File: config.mk
export PLATFORM = sky130hd
export DESIGN_NAME = snake_key_debounce
export DESIGN_NICKNAME = d
export VERILOG_FILES = /design/src/rtl/snake_key_debounce.sv
export SDC_FILE = /design/constraint.sdc
export NUM_CORES = 1
export LEC_CHECK = 0
export ABC_AREA = 1
export BUFFER_PORTS_ARGS = -buffer_cell sky130_fd_sc_hd__buf_2
export CAP_MARGIN = 20
export CELL_PAD_IN_SITES_DETAIL_PLACEMENT = 1
export CELL_PAD_IN_SITES_GLOBAL_PLACEMENT = 2
export CORE_MARGIN = 2
export CORE_UTILIZATION = 34
export CTS_CLUSTER_SIZE = 12
export DETAILED_ROUTE_END_ITERATION = 6
export PLACE_DENSITY_LB_ADDON = 0.3
export REMOVE_ABC_BUFFERS = 1
export SETUP_SLACK_MARGIN = 0.5
export SLEW_MARGIN = 20
export SYNTH_ARGS = -nofsm -noshare
export SYNTH_HDL_FRONTEND = slang
export SYNTH_SLANG_ARGS = --single-unit
File: constraint.sdc
create_clock -name Clk_50mhz -period 1.4 [get_ports Clk_50mhz]
set_input_delay 0.42 -clock Clk_50mhz [delete_from_list [all_inputs] [get_ports Clk_50mhz]]
set_output_delay 0.42 -clock Clk_50mhz [all_outputs]
set_load 0.02 [all_outputs]
File: src/rtl/snake_key_debounce.sv
// Four-key synchroniser/debouncer for the snake game: single-cycle press pulses plus debounced levels.
// Optional auto-repeat while a key is held is enabled by defining AUTO_REPEAT_EN.
module snake_key_debounce #(
  parameter int unsigned DEBOUNCE_CYCLES = 1_000_000,
  parameter int unsigned REPEAT_DELAY    = 25_000_000,
  parameter int unsigned REPEAT_PERIOD   = 10_000_000
) (
  input  logic       Clk_50mhz,
  input  logic       Rst_n,
  input  logic       Key_left_n,
  input  logic       Key_right_n,
  input  logic       Key_up_n,
  input  logic       Key_down_n,
  output logic       Key_left,
  output logic       Key_right,
  output logic       Key_up,
  output logic       Key_down,
  output logic [3:0] Key_level
);

`ifdef AUTO_REPEAT_EN
  localparam int unsigned MAX_DR  = (DEBOUNCE_CYCLES > REPEAT_DELAY) ? DEBOUNCE_CYCLES : REPEAT_DELAY;
  localparam int unsigned CNT_MAX = (MAX_DR > REPEAT_PERIOD) ? MAX_DR : REPEAT_PERIOD;
`else
  localparam int unsigned CNT_MAX = DEBOUNCE_CYCLES;
`endif
  localparam int unsigned CW = (CNT_MAX > 1) ? $clog2(CNT_MAX) : 1;

  if (DEBOUNCE_CYCLES < 2 || REPEAT_DELAY < 1 || REPEAT_PERIOD < 1) begin : g_bad_param
    $error("snake_key_debounce: illegal timing parameter");
  end

  typedef enum logic [1:0] {IDLE, PRESS_WAIT, PRESSED, RELEASE_WAIT} state_t;

  // Bit order {up, down, left, right} matches Key_level.
  logic [3:0] w_raw;
  logic [3:0] r_sync1;
  logic [3:0] r_sync2;
  logic [3:0] w_pulse;
  logic [3:0] w_level;

  assign w_raw = {Key_up_n, Key_down_n, Key_left_n, Key_right_n};

  always_ff @(posedge Clk_50mhz or negedge Rst_n) begin
    if (!Rst_n) begin
      r_sync1 <= '1;
      r_sync2 <= '1;
    end else begin
      r_sync1 <= w_raw;
      r_sync2 <= r_sync1;
    end
  end

  for (genvar k = 0; k < 4; k++) begin : g_key
    state_t        r_state;
    state_t        w_state_nxt;
    logic [CW-1:0] r_cnt;
    logic [CW-1:0] w_cnt_nxt;
    logic          r_pulse;
    logic          w_pulse_nxt;
    logic          r_level;
    logic          w_s;

    assign w_s        = r_sync2[k];
    assign w_pulse[k] = r_pulse;
    assign w_level[k] = r_level;

`ifdef AUTO_REPEAT_EN
    // The debounce counter is idle in PRESSED, so it doubles as the repeat timer there.
    logic          r_rep_phase;
    logic          w_rep_phase_nxt;
    logic [CW-1:0] w_rep_lim;
    assign w_rep_lim = r_rep_phase ? CW'(REPEAT_PERIOD - 1) : CW'(REPEAT_DELAY - 1);

    always_ff @(posedge Clk_50mhz or negedge Rst_n) begin
      if (!Rst_n) r_rep_phase <= 1'b0;
      else        r_rep_phase <= w_rep_phase_nxt;
    end
`endif

    always_ff @(posedge Clk_50mhz or negedge Rst_n) begin
      if (!Rst_n) begin
        r_state <= IDLE;
        r_cnt   <= '0;
        r_pulse <= 1'b0;
        r_level <= 1'b0;
      end else begin
        r_state <= w_state_nxt;
        r_cnt   <= w_cnt_nxt;
        r_pulse <= w_pulse_nxt;
        r_level <= (w_state_nxt == PRESSED) || (w_state_nxt == RELEASE_WAIT);
      end
    end

    always_comb begin
      w_state_nxt = r_state;
      w_cnt_nxt   = r_cnt;
      w_pulse_nxt = 1'b0;
`ifdef AUTO_REPEAT_EN
      w_rep_phase_nxt = r_rep_phase;
`endif
      case (r_state)
        IDLE: begin
          if (!w_s) begin
            w_state_nxt = PRESS_WAIT;
            w_cnt_nxt   = '0;
          end
        end
        PRESS_WAIT: begin
          if (w_s) begin
            w_state_nxt = IDLE;
          end else if (r_cnt == CW'(DEBOUNCE_CYCLES - 1)) begin
            w_state_nxt = PRESSED;
            w_pulse_nxt = 1'b1;
            w_cnt_nxt   = '0;
`ifdef AUTO_REPEAT_EN
            w_rep_phase_nxt = 1'b0;
`endif
          end else begin
            w_cnt_nxt = r_cnt + CW'(1);
          end
        end
        PRESSED: begin
          if (w_s) begin
            w_state_nxt = RELEASE_WAIT;
            w_cnt_nxt   = '0;
          end
`ifdef AUTO_REPEAT_EN
          else if (r_cnt == w_rep_lim) begin
            w_pulse_nxt     = 1'b1;
            w_cnt_nxt       = '0;
            w_rep_phase_nxt = 1'b1;
          end else begin
            w_cnt_nxt = r_cnt + CW'(1);
          end
`endif
        end
        RELEASE_WAIT: begin
          if (!w_s) begin
            w_state_nxt = PRESSED;
            w_cnt_nxt   = '0;
`ifdef AUTO_REPEAT_EN
            w_rep_phase_nxt = 1'b0;
`endif
          end else if (r_cnt == CW'(DEBOUNCE_CYCLES - 1)) begin
            w_state_nxt = IDLE;
            w_cnt_nxt   = '0;
          end else begin
            w_cnt_nxt = r_cnt + CW'(1);
          end
        end
        default: begin
          w_state_nxt = IDLE;
          w_cnt_nxt   = '0;
        end
      endcase
    end
  end

  assign Key_up    = w_pulse[3];
  assign Key_down  = w_pulse[2];
  assign Key_left  = w_pulse[1];
  assign Key_right = w_pulse[0];
  assign Key_level = w_level;

endmodule

==> flow_summary.json, run 1 <==
{
  "worst_slew_pin_slew_ns": 0.377,
  "leakagePower_uw": 0.00430,
  "grtUsageTotal": 0.209,
  "power.switching_uw": 1930,
  "cap_violations": 0,
  "die_w_um": 133,
  "crit_arrival_ns": 1.91,
  "ys_types": 32,
  "period_share": 1.18,
  "drt_iter0_drc": 237,
  "layout-drive-gt1-share": 0.529,
  "cts_tree": "yes",
  "grt_pass1_wl_um": 30200,
  "rsz0062_at_grt": "yes",
  "clk_pin_slew_ns": 0.08,
  "ant_nets": 0,
  "drc": 0,
  "clk_latency_ns": 0.36,
  "pre_cts_ws_ns": -0.238,
  "worst-path-buf-inv": 4,
  "dpl.hpwl_um": 11900,
  "grt_pass1_vias": 6323,
  "vias_per_cell": 4.89,
  "setup_slack_ns": -0.253,
  "slowest_stage": "dfrtp_1",
  "fin_nets": 967,
  "critPathKind": "flop to flop",
  "sw_frac_of_total": 0.280,
  "cp_top_family": "simple AND/OR/NAND/NOR gates",
  "antenna_found_initial": 0,
  "cts_buffer_depth": 2,
  "slew_violations": 0,
  "hold_viol_final": 0,
  "area_growth_pct": 62.3,
  "syn-mean-instance-area_sq_um": 7.55,
  "ir_drop_v": 0.000694,
  "cts_buffers": 9,
  "antenna_cells": 0,
  "timing.critical_path.to_type": "flop",
  "ctsHoldBuffers": 0,
  "initial_utilization": 0.345,
  "grt_max_degree": 68,
  "powerDensity_mw_per_mm2": 747,
  "vias": 5776,
  "p_comb_frac": 0.147,
  "crit_chain": "buf_6 -> inv_4 -> nor2_4 -> buf_4 -> nand3_2 -> nor2_4 -> nand2_1 -> nand2_1 -> nand2_1 -> nand2_2 -> inv_2",
  "core_sq_mm": 0.0165,
  "final-setup-viol-count": 85,
  "required_ns": 1.66,
  "io_pins": 14,
  "power_frac_seq": 0.472,
  "netlist_area_sq_mm": 0.00568,
  "min_period_ns": 1.65,
  "ctsHtreeMaxLevel": 3,
  "syn_inst": 752,
  "slowest_delay_ns": 0.45,
  "outcome": "finished with violations",
  "placed_area_sq_mm": 0.00694,
  "hp-class": "input pin to asynchronous set/reset pin",
  "design_area_sq_mm": 0.00921,
  "path_common_cell": "nand2_1",
  "p_int_uw": 4960,
  "cts_sinks": 104,
  "fin_tns_setup_ns": -9.03,
  "dieArea_sq_mm": 0.0177,
  "slew_headroom": 0.749,
  "dr.pass1.iters": 5,
  "clock.fmax_mhz": 605,
  "total_power_uw": 6890,
  "fill_cells": 1901,
  "ys_ff_latch": 104,
  "wl_per_cell_um": 17.7,
  "wl_um": 20900,
  "clock_skew_ns": 0.00924,
  "yosys_warnings": 0,
  "final_common_cell": "buf_4",
  "clock-root-buffer": "clkbuf_16",
  "fp.dieH_um": 133,
  "pwr-share-clk": 0.380,
  "grt_overflow": 0,
  "final_cell_mix": "buf_4 (141), nand2_1 (118), dfrtp_1 (89)",
  "violations": "setup timing",
  "ys_seq_area_frac": 0.460,
  "rows": 47,
  "startpoint_type": "flop",
  "reg2reg_slack_ns": -0.25,
  "io_buffers": 13,
  "gp_congestion": 0.818,
  "cp_max_fo": 3
}
cells in the mapped netlist (all sizes together):
cell type / number / share of area
nand2: 205 / 0.14
nor2: 157 / 0.12
inv: 101 / 0.067
dfrtp: 96 / 0.42
nand3: 61 / 0.056
xor2: 29 / 0.045
nand4: 26 / 0.029
nor3: 13 / 0.011
o21ai: 13 / 0.011
buf: 10 / 0.016
dfstp: 8 / 0.037
a21oi: 6 / 0.0053
nand3b: 6 / 0.0079
ha: 4 / 0.0088
a21o: 3 / 0.0040
or2: 3 / 0.0033
xnor2: 3 / 0.0046
a21boi: 2 / 0.0026
o21bai: 2 / 0.0026
o22ai: 2 / 0.0022
and3: 1 / 0.0011
clkinv: 1 / 0.0015
power groups by stage:
stage / clock network [uW] / registers (uW) / logic [uW]
floorplan: 0 / 3220 / 257
global placement: 0 / 3230 / 540
detailed placement: 0 / 3240 / 577
CTS: 2680 / 3200 / 789
global route: 2800 / 3260 / 1090
finish: 2620 / 3250 / 1020
logic make-up after synthesis:
family | Yosys count | share of synthesized area
simple gates | 472 | 0.369
buf+inv | 112 | 0.0847
compound gates | 28 | 0.0282
fa+ha+maj | 4 | 0.00882
flops | 104 | 0.460
xor+xnor | 32 | 0.0494
state kept, by name, summed over array words and instances, names as in the netlist, 4 cells and up:
register,count
r_sync1,4
r_sync2,4
g_key.r_cnt,80
g_key.r_level,4
g_key.r_state,8
worst paths after layout:
check                      cells past startpoint                 end         startpoint
setup / recovery                              11  g_key[1].r_cnt[15]  g_key[1].r_cnt[0]
hold reg to reg                                0          r_sync2[0]         r_sync1[0]
setup reg to reg                              11  g_key[1].r_cnt[15]  g_key[1].r_cnt[0]
max in group asynchronous                      2          r_sync2[3]              Rst_n
min in group Clk_50mhz                         1          r_sync1[3]           Key_up_n
hold / removal                                 2  g_key[1].r_cnt[14]              Rst_n
through the flow:
step	hold WS [ns]	cells	utilization
after global routing	0.0320	1182	0.559
after detailed placement	0.351	1107	0.422
final	0.0250	1182	0.559
after floorplan	0.124	742	-
after global placement	0.349	1107	0.422
after CTS	0.0335	1154	0.502
metal layers:
metal,part of all wire,GRT usage,vias up
li1,-,-,2750
met1,0.39,0.241,2883
met2,0.56,0.394,88
met3,0.021,0.0445,55
met4,0.034,0.0532,0
met5,0,0,-
final cells by class:
type	instances	area (sq um)	share of cell area
Clock inverter	6	58.8	0.00638
Timing Repair Buffer	201	1730	0.188
Inverter	102	428	0.0464
Timing Repair inverter	3	36.3	0.00394
Sequential cell	104	2620	0.285
Clock buffer	10	229	0.0249
Multi-Input combinational cell	536	3830	0.416
Tap cell	220	275	0.0299
timing repair:
action	in CTS	in global routing
pin swaps	100	101
cloned	2	1
setup buffers	29	27
resized for setup	241	185
setup endpoints to repair	104	104
Note: power is estimated with default switching activity, not from simulation.
==> inputs of run 2 (changes only) <==
--- a/config.mk
+++ b/config.mk
@@ -5,16 +5,15 @@
 export SDC_FILE = /design/constraint.sdc
 export NUM_CORES = 1
 export LEC_CHECK = 0
-export ABC_AREA = 1
 export BUFFER_PORTS_ARGS = -buffer_cell sky130_fd_sc_hd__buf_2
 export CAP_MARGIN = 20
 export CELL_PAD_IN_SITES_DETAIL_PLACEMENT = 1
 export CELL_PAD_IN_SITES_GLOBAL_PLACEMENT = 2
 export CORE_MARGIN = 2
-export CORE_UTILIZATION = 34
+export CORE_UTILIZATION = 37
 export CTS_CLUSTER_SIZE = 12
 export DETAILED_ROUTE_END_ITERATION = 6
-export PLACE_DENSITY_LB_ADDON = 0.3
+export PLACE_DENSITY_LB_ADDON = 0.15
 export REMOVE_ABC_BUFFERS = 1
 export SETUP_SLACK_MARGIN = 0.5
 export SLEW_MARGIN = 20
==> flow_summary.json, run 2 <==
{
  "outcome": "finished with violations",
  "violations": "hold timing, setup timing",
  "fp.dieH_um": 125,
  "timing.critical_path.to_type": "flop",
  "hold_viol_final": 15,
  "min_period_ns": 1.96,
  "startpoint_type": "flop",
  "drt_iter0_drc": 151,
  "clk_latency_ns": 0.35,
  "ctsHtreeMaxLevel": 3,
  "drc": 0,
  "final_common_cell": "buf_4",
  "grt_pass1_vias": 5675,
  "grt_overflow": 0,
  "slew_violations": 0,
  "synth_top_family_by_area": "simple AND/OR/NAND/NOR gates",
  "yosys_warnings": 0,
  "wl_um": 16600,
  "wl_per_cell_um": 17.5,
  "syn-mean-instance-area_sq_um": 9.59,
  "io_buffers": 13,
  "synth_compound_area_frac": 0.0953,
  "r2r_start": "g_key[0].r_cnt[8]",
  "grt_pass1_wl_um": 27900,
  "fin_nets": 771,
  "synth_top_area_frac": 0.446,
  "worst_slew_pin_slew_ns": 0.563,
  "final_cell_mix": "buf_4 (165), dfrtp_1 (96), nand2_1 (50)",
  "largest_reg_flops": 80,
  "synth-simple-area-share": 0.280,
  "grtUsageTotal": 0.220,
  "syn_inst": 561,
  "synth_edf_count": 0,
  "dieArea_sq_mm": 0.0155,
  "cts_buffers": 9,
  "cts_tree": "yes",
  "clk_pin_slew_ns": 0.07,
  "io_pins": 14,
  "grt_max_degree": 34,
  "yosys.area_share.adder": 0.00930,
  "critPathKind": "flop to flop",
  "layout-drive-gt1-share": 0.467,
  "period_share": 1.40,
  "ys_ff_latch": 104,
  "yosys.area.top_type": "dfrtp_1",
  "synth_async_sr_flop_share": 1.00,
  "powerDensity_mw_per_mm2": 811,
  "netlist_area_sq_mm": 0.00538,
  "dpl.hpwl_um": 11000,
  "reg2reg_slack_ns": -0.56,
  "ys_top_cells_by_count": "dfrtp_1 (96), nor2_1 (69), nand2_1 (59), xor2_1 (36), nand3_1 (33)",
  "leakagePower_uw": 0.00369,
  "muxShareOfSynthArea": 0.0112,
  "die_w_um": 125,
  "regMostFlops": "g_key.r_cnt",
  "gp_congestion": 0.820,
  "synth_most_common_cell": "dfrtp_1",
  "slew_headroom": 0.622,
  "hp-class": "input pin to asynchronous set/reset pin",
  "largestRegisters": "g_key.r_cnt: 80 flops, g_key.r_state: 8 flops",
  "fin_tns_setup_ns": -35.82,
  "ys_types": 65,
  "core_sq_mm": 0.0144,
  "ys_seq_area_frac": 0.485,
  "cp_max_fo": 3,
  "antenna_found_initial": 0,
  "clock-root-buffer": "clkbuf_16",
  "setup_slack_ns": -0.556,
  "timing.hold.ws_ns": -0.0224,
  "stdcell_count": 950,
  "ir_drop_v": 0.000628,
  "cts_buffer_depth": 2,
  "antenna_cells": 0,
  "initial_utilization": 0.375,
  "clock_skew_ns": 0.00741,
  "rsz0062_at_grt": "yes",
  "cts_sinks": 104,
  "rows": 44,
  "yosys_most_used_dff": "dfrtp_1",
  "vias_per_cell": 5.26,
  "crit_arrival_ns": 2.20,
  "dr.pass1.iters": 4,
  "vias": 4995,
  "crit_start": "g_key[0].r_cnt[8]",
  "cap_violations": 0,
  "area_growth_pct": 53.4,
  "place_inst": 910,
  "required_ns": 1.64,
  "clock.fmax_mhz": 511,
  "ant_nets": 0,
  "final-setup-viol-count": 93,
  "synthXorXnorAreaFrac": 0.0879,
  "pre_cts_ws_ns": -0.572,
  "synthTopCellsByArea": "dfrtp_1 (45%), xor2_1 (5.9%), nor2_1 (4.8%)"
}
-- run 2: changes by cell type after synthesis, sizes merged, moves of 16 or more --
cell	change
o21ai	+16
inv	-92
nor2	-87
nand3	-28
nand2	-146
-- run 2: cell families (layout without fill, tap and decap cells) --
kind of cell | count (synthesis) | after routing
AO/OA/AOI/OAI | 75 | 75
XOR/XNOR | 54 | 54
adder cells (fa/ha/maj) | 4 | 4
buffers and inverters | 32 | 237
flip-flops | 104 | 104
multiplexers | 6 | 6
AND/OR/NAND/NOR | 286 | 286
-- run 2: worst paths after layout --
path / end / cells after the start
max: g_key[0].r_cnt[1] / 6
min: g_key[0].r_cnt[0] / 1
max reg2reg: g_key[0].r_cnt[1] / 6
min reg2reg: r_sync2[0] / 0
max in group asynchronous: r_sync1[1] / 2
min in group Clk_50mhz: r_sync1[0] / 1
-- run 2: worst max-delay path: stages, from the launching register on --
cell,delay (ns)
dfrtp_1,0.38
or4b_4,0.55
nor4_4,0.34
and2_4,0.24
buf_6,0.11
nor2_2,0.03
a22o_1,0.19
-- run 2: where the power goes --
group          total (uW)  internal [uW]  switching (uW)
clock network        2790           1630            1160
logic                 756            359             397
registers            3150           3090            62.6
total                6700           5070            1620
-- run 2: final cells by class --
| cell class | instances | area (sq um) |
|---|---|---|
| tap | 184 | 230 |
| sequential | 104 | 2610 |
| multi-input combinational | 425 | 3280 |
| inverter | 9 | 33.8 |
| timing repair buffer | 212 | 1780 |
| fill | 1580 | 6110 |
| clock buffer | 12 | 246 |
| clock inverter | 4 | 76.3 |
-- run 2: timing repair --
| action | 4_1_cts | 5_1_grt |
|---|---|---|
| pin swaps | 64 | 23 |
| gates cloned | 4 | 0 |
| setup endpoints to repair | 104 | 104 |
| setup buffers | 16 | 4 |
| hold endpoints to repair | 15 | 15 |
| gates resized for setup | 170 | 40 |
-- run 2: through the flow --
step | total power, uW | cell area (sq um) | util
6_report | 6700 | 8260 | 0.575
3_3_place_gp | 3750 | 6920 | 0.482
3_5_place_dp | 3790 | 6920 | 0.482
5_1_grt | 6960 | 8260 | 0.575
2_1_floorplan | 3400 | 5250 | -
4_1_cts | 6710 | 8040 | 0.559
-- run 2: per-layer routing --
layer / track usage / vias to the layer above / share of wire
met5: 0 / - / 0
met4: 0.0734 / 0 / 0.020
met3: 0.0292 / 28 / 0.015
met2: 0.404 / 36 / 0.54
met1: 0.263 / 2531 / 0.43
li1: - / 2400 / -
==> inputs of run 3 (changes only) <==
--- a/config.mk
+++ b/config.mk
@@ -16,6 +16,7 @@
 export PLACE_DENSITY_LB_ADDON = 0.15
 export REMOVE_ABC_BUFFERS = 1
 export SETUP_SLACK_MARGIN = 0.5
+export SKIP_LAST_GASP = 1
 export SLEW_MARGIN = 20
 export SYNTH_ARGS = -nofsm -noshare
 export SYNTH_HDL_FRONTEND = slang
==> flow_summary.json, run 3 (synthesis results as in run 2) <==
{
  "outcome": "finished with violations",
  "violations": "hold timing, setup timing",
  "timing.critical_path.to_type": "flop",
  "cts_sinks": 104,
  "dr.pass1.iters": 4,
  "rsz0062_at_grt": "yes",
  "drt_iter0_drc": 156,
  "clock-root-buffer": "clkbuf_16",
  "hold_viol_final": 15,
  "leakagePower_uw": 0.00367,
  "ir_drop_v": 0.000625,
  "cap_violations": 0,
  "placed_area_sq_mm": 0.00692,
  "io_buffers": 13,
  "powerDensity_mw_per_mm2": 813,
  "period_share": 1.40,
  "regMostFlops": "g_key.r_cnt",
  "min_period_ns": 1.96,
  "power_frac_seq": 0.472,
  "fill_cells": 1589,
  "cts_buffer_depth": 2,
  "final_cell_mix": "buf_4 (166), dfrtp_1 (96), nand2_1 (50)",
  "final-setup-viol-count": 94,
  "dieArea_sq_mm": 0.0155,
  "dpl.hpwl_um": 11000,
  "startpoint_type": "flop",
  "grt_pass1_vias": 5657,
  "area_growth_pct": 52.5,
  "cp_max_fo": 3,
  "timing.hold.ws_ns": -0.0254,
  "fp.dieH_um": 125,
  "critPathKind": "flop to flop",
  "power.switching_uw": 1610,
  "crit_arrival_ns": 2.20,
  "clock.fmax_mhz": 510,
  "largestRegisters": "g_key.r_cnt: 80 flops, g_key.r_state: 8 flops",
  "clk_pin_slew_ns": 0.07,
  "fin_tns_setup_ns": -36.04,
  "gp_congestion": 0.820,
  "clock_skew_ns": 0.00754,
  "hp-class": "input pin to asynchronous set/reset pin",
  "total_power_uw": 6670,
  "pwr-share-clk": 0.418,
  "ctsHtreeMaxLevel": 3,
  "grtUsageTotal": 0.218,
  "die_w_um": 125,
  "worst_slew_pin_slew_ns": 0.566,
  "clk_latency_ns": 0.35,
  "ant_nets": 0,
  "cts_tree": "yes",
  "rows": 44,
  "grt_overflow": 0,
  "fin_nets": 771,
  "sw_frac_of_total": 0.241,
  "antenna_cells": 0,
  "slew_violations": 0,
  "initial_utilization": 0.375,
  "setup_slack_ns": -0.560,
  "wl_per_cell_um": 17.3,
  "largest_reg_flops": 80,
  "grt_max_degree": 34,
  "io_pins": 14,
  "wl_um": 16400,
  "vias": 4999,
  "layout-drive-gt1-share": 0.465,
  "antenna_found_initial": 0,
  "core_sq_mm": 0.0144,
  "cts_buffers": 9,
  "required_ns": 1.64,
  "p_comb_frac": 0.110,
  "slew_headroom": 0.620,
  "drc": 0,
  "vias_per_cell": 5.26,
  "final_common_cell": "buf_4",
  "design_area_sq_mm": 0.00821,
  "p_int_uw": 5060,
  "grt_pass1_wl_um": 27700,
  "reg2reg_slack_ns": -0.56
}
-- run 3: area by class of cell --
type,instances,area (sq um),share of cell area
Clock inverter,4,76.3,0.00930
Tap cell,184,230,0.0280
Clock buffer,12,246,0.0300
Timing Repair Buffer,212,1780,0.216
Multi-Input combinational cell,425,3230,0.394
Sequential cell,104,2610,0.318
Inverter,9,33.8,0.00411
-- run 3: layer usage --
layer / part of all wire / global-route usage
met5: 0 / 0
met4: 0.018 / 0.0668
met3: 0.016 / 0.0266
met2: 0.53 / 0.401
met1: 0.43 / 0.265
-- run 3: path summary, 6_finish.rpt --
kind	depth (start not counted)	to	start
max	6	g_key[0].r_cnt[1]	g_key[0].r_cnt[8]
min	1	g_key[0].r_cnt[2]	Rst_n
max reg2reg	6	g_key[0].r_cnt[1]	g_key[0].r_cnt[8]
min reg2reg	0	r_sync2[0]	r_sync1[0]
max in group asynchronous	2	r_sync1[1]	Rst_n
min in group Clk_50mhz	1	r_sync1[0]	Key_right_n
-- run 3: metrics by stage --
| stage | setup slack [ns] | util | std cells |
|---|---|---|---|
| 6_report | -0.560 | 0.571 | 950 |
| 5_1_grt | -0.646 | 0.571 | 950 |
| 4_1_cts | -0.535 | 0.557 | 946 |
| 3_5_place_dp | -0.572 | 0.482 | 910 |
| 3_3_place_gp | -0.486 | 0.482 | 910 |
| 2_1_floorplan | -0.651 | - | 538 |
-- run 3: repair_timing --
item | 4_1_cts | 5_1_grt
endpoints found under the hold margin | 15 | 15
pin swaps | 63 | 23
buffers inserted | 16 | 4
setup endpoints to repair | 104 | 104
gates resized for setup | 159 | 44
cloned | 4 | 0
-- run 3: worst max-delay path, stage by stage (launching register included) --
cell and delay [ns]:
dfrtp_1 0.39, or4b_4 0.55, nor4_4 0.35, and2_4 0.25, buf_6 0.11, nor2_2 0.03, a22o_1 0.19
-- run 3: power groups by stage --
stage	Combinational (uW)	Clock, uW	Sequential [uW]
after floorplan	186	0	3210
after global placement	560	0	3190
after detailed placement	592	0	3200
after CTS	705	2850	3150
after global routing	804	2980	3160
final	736	2790	3150
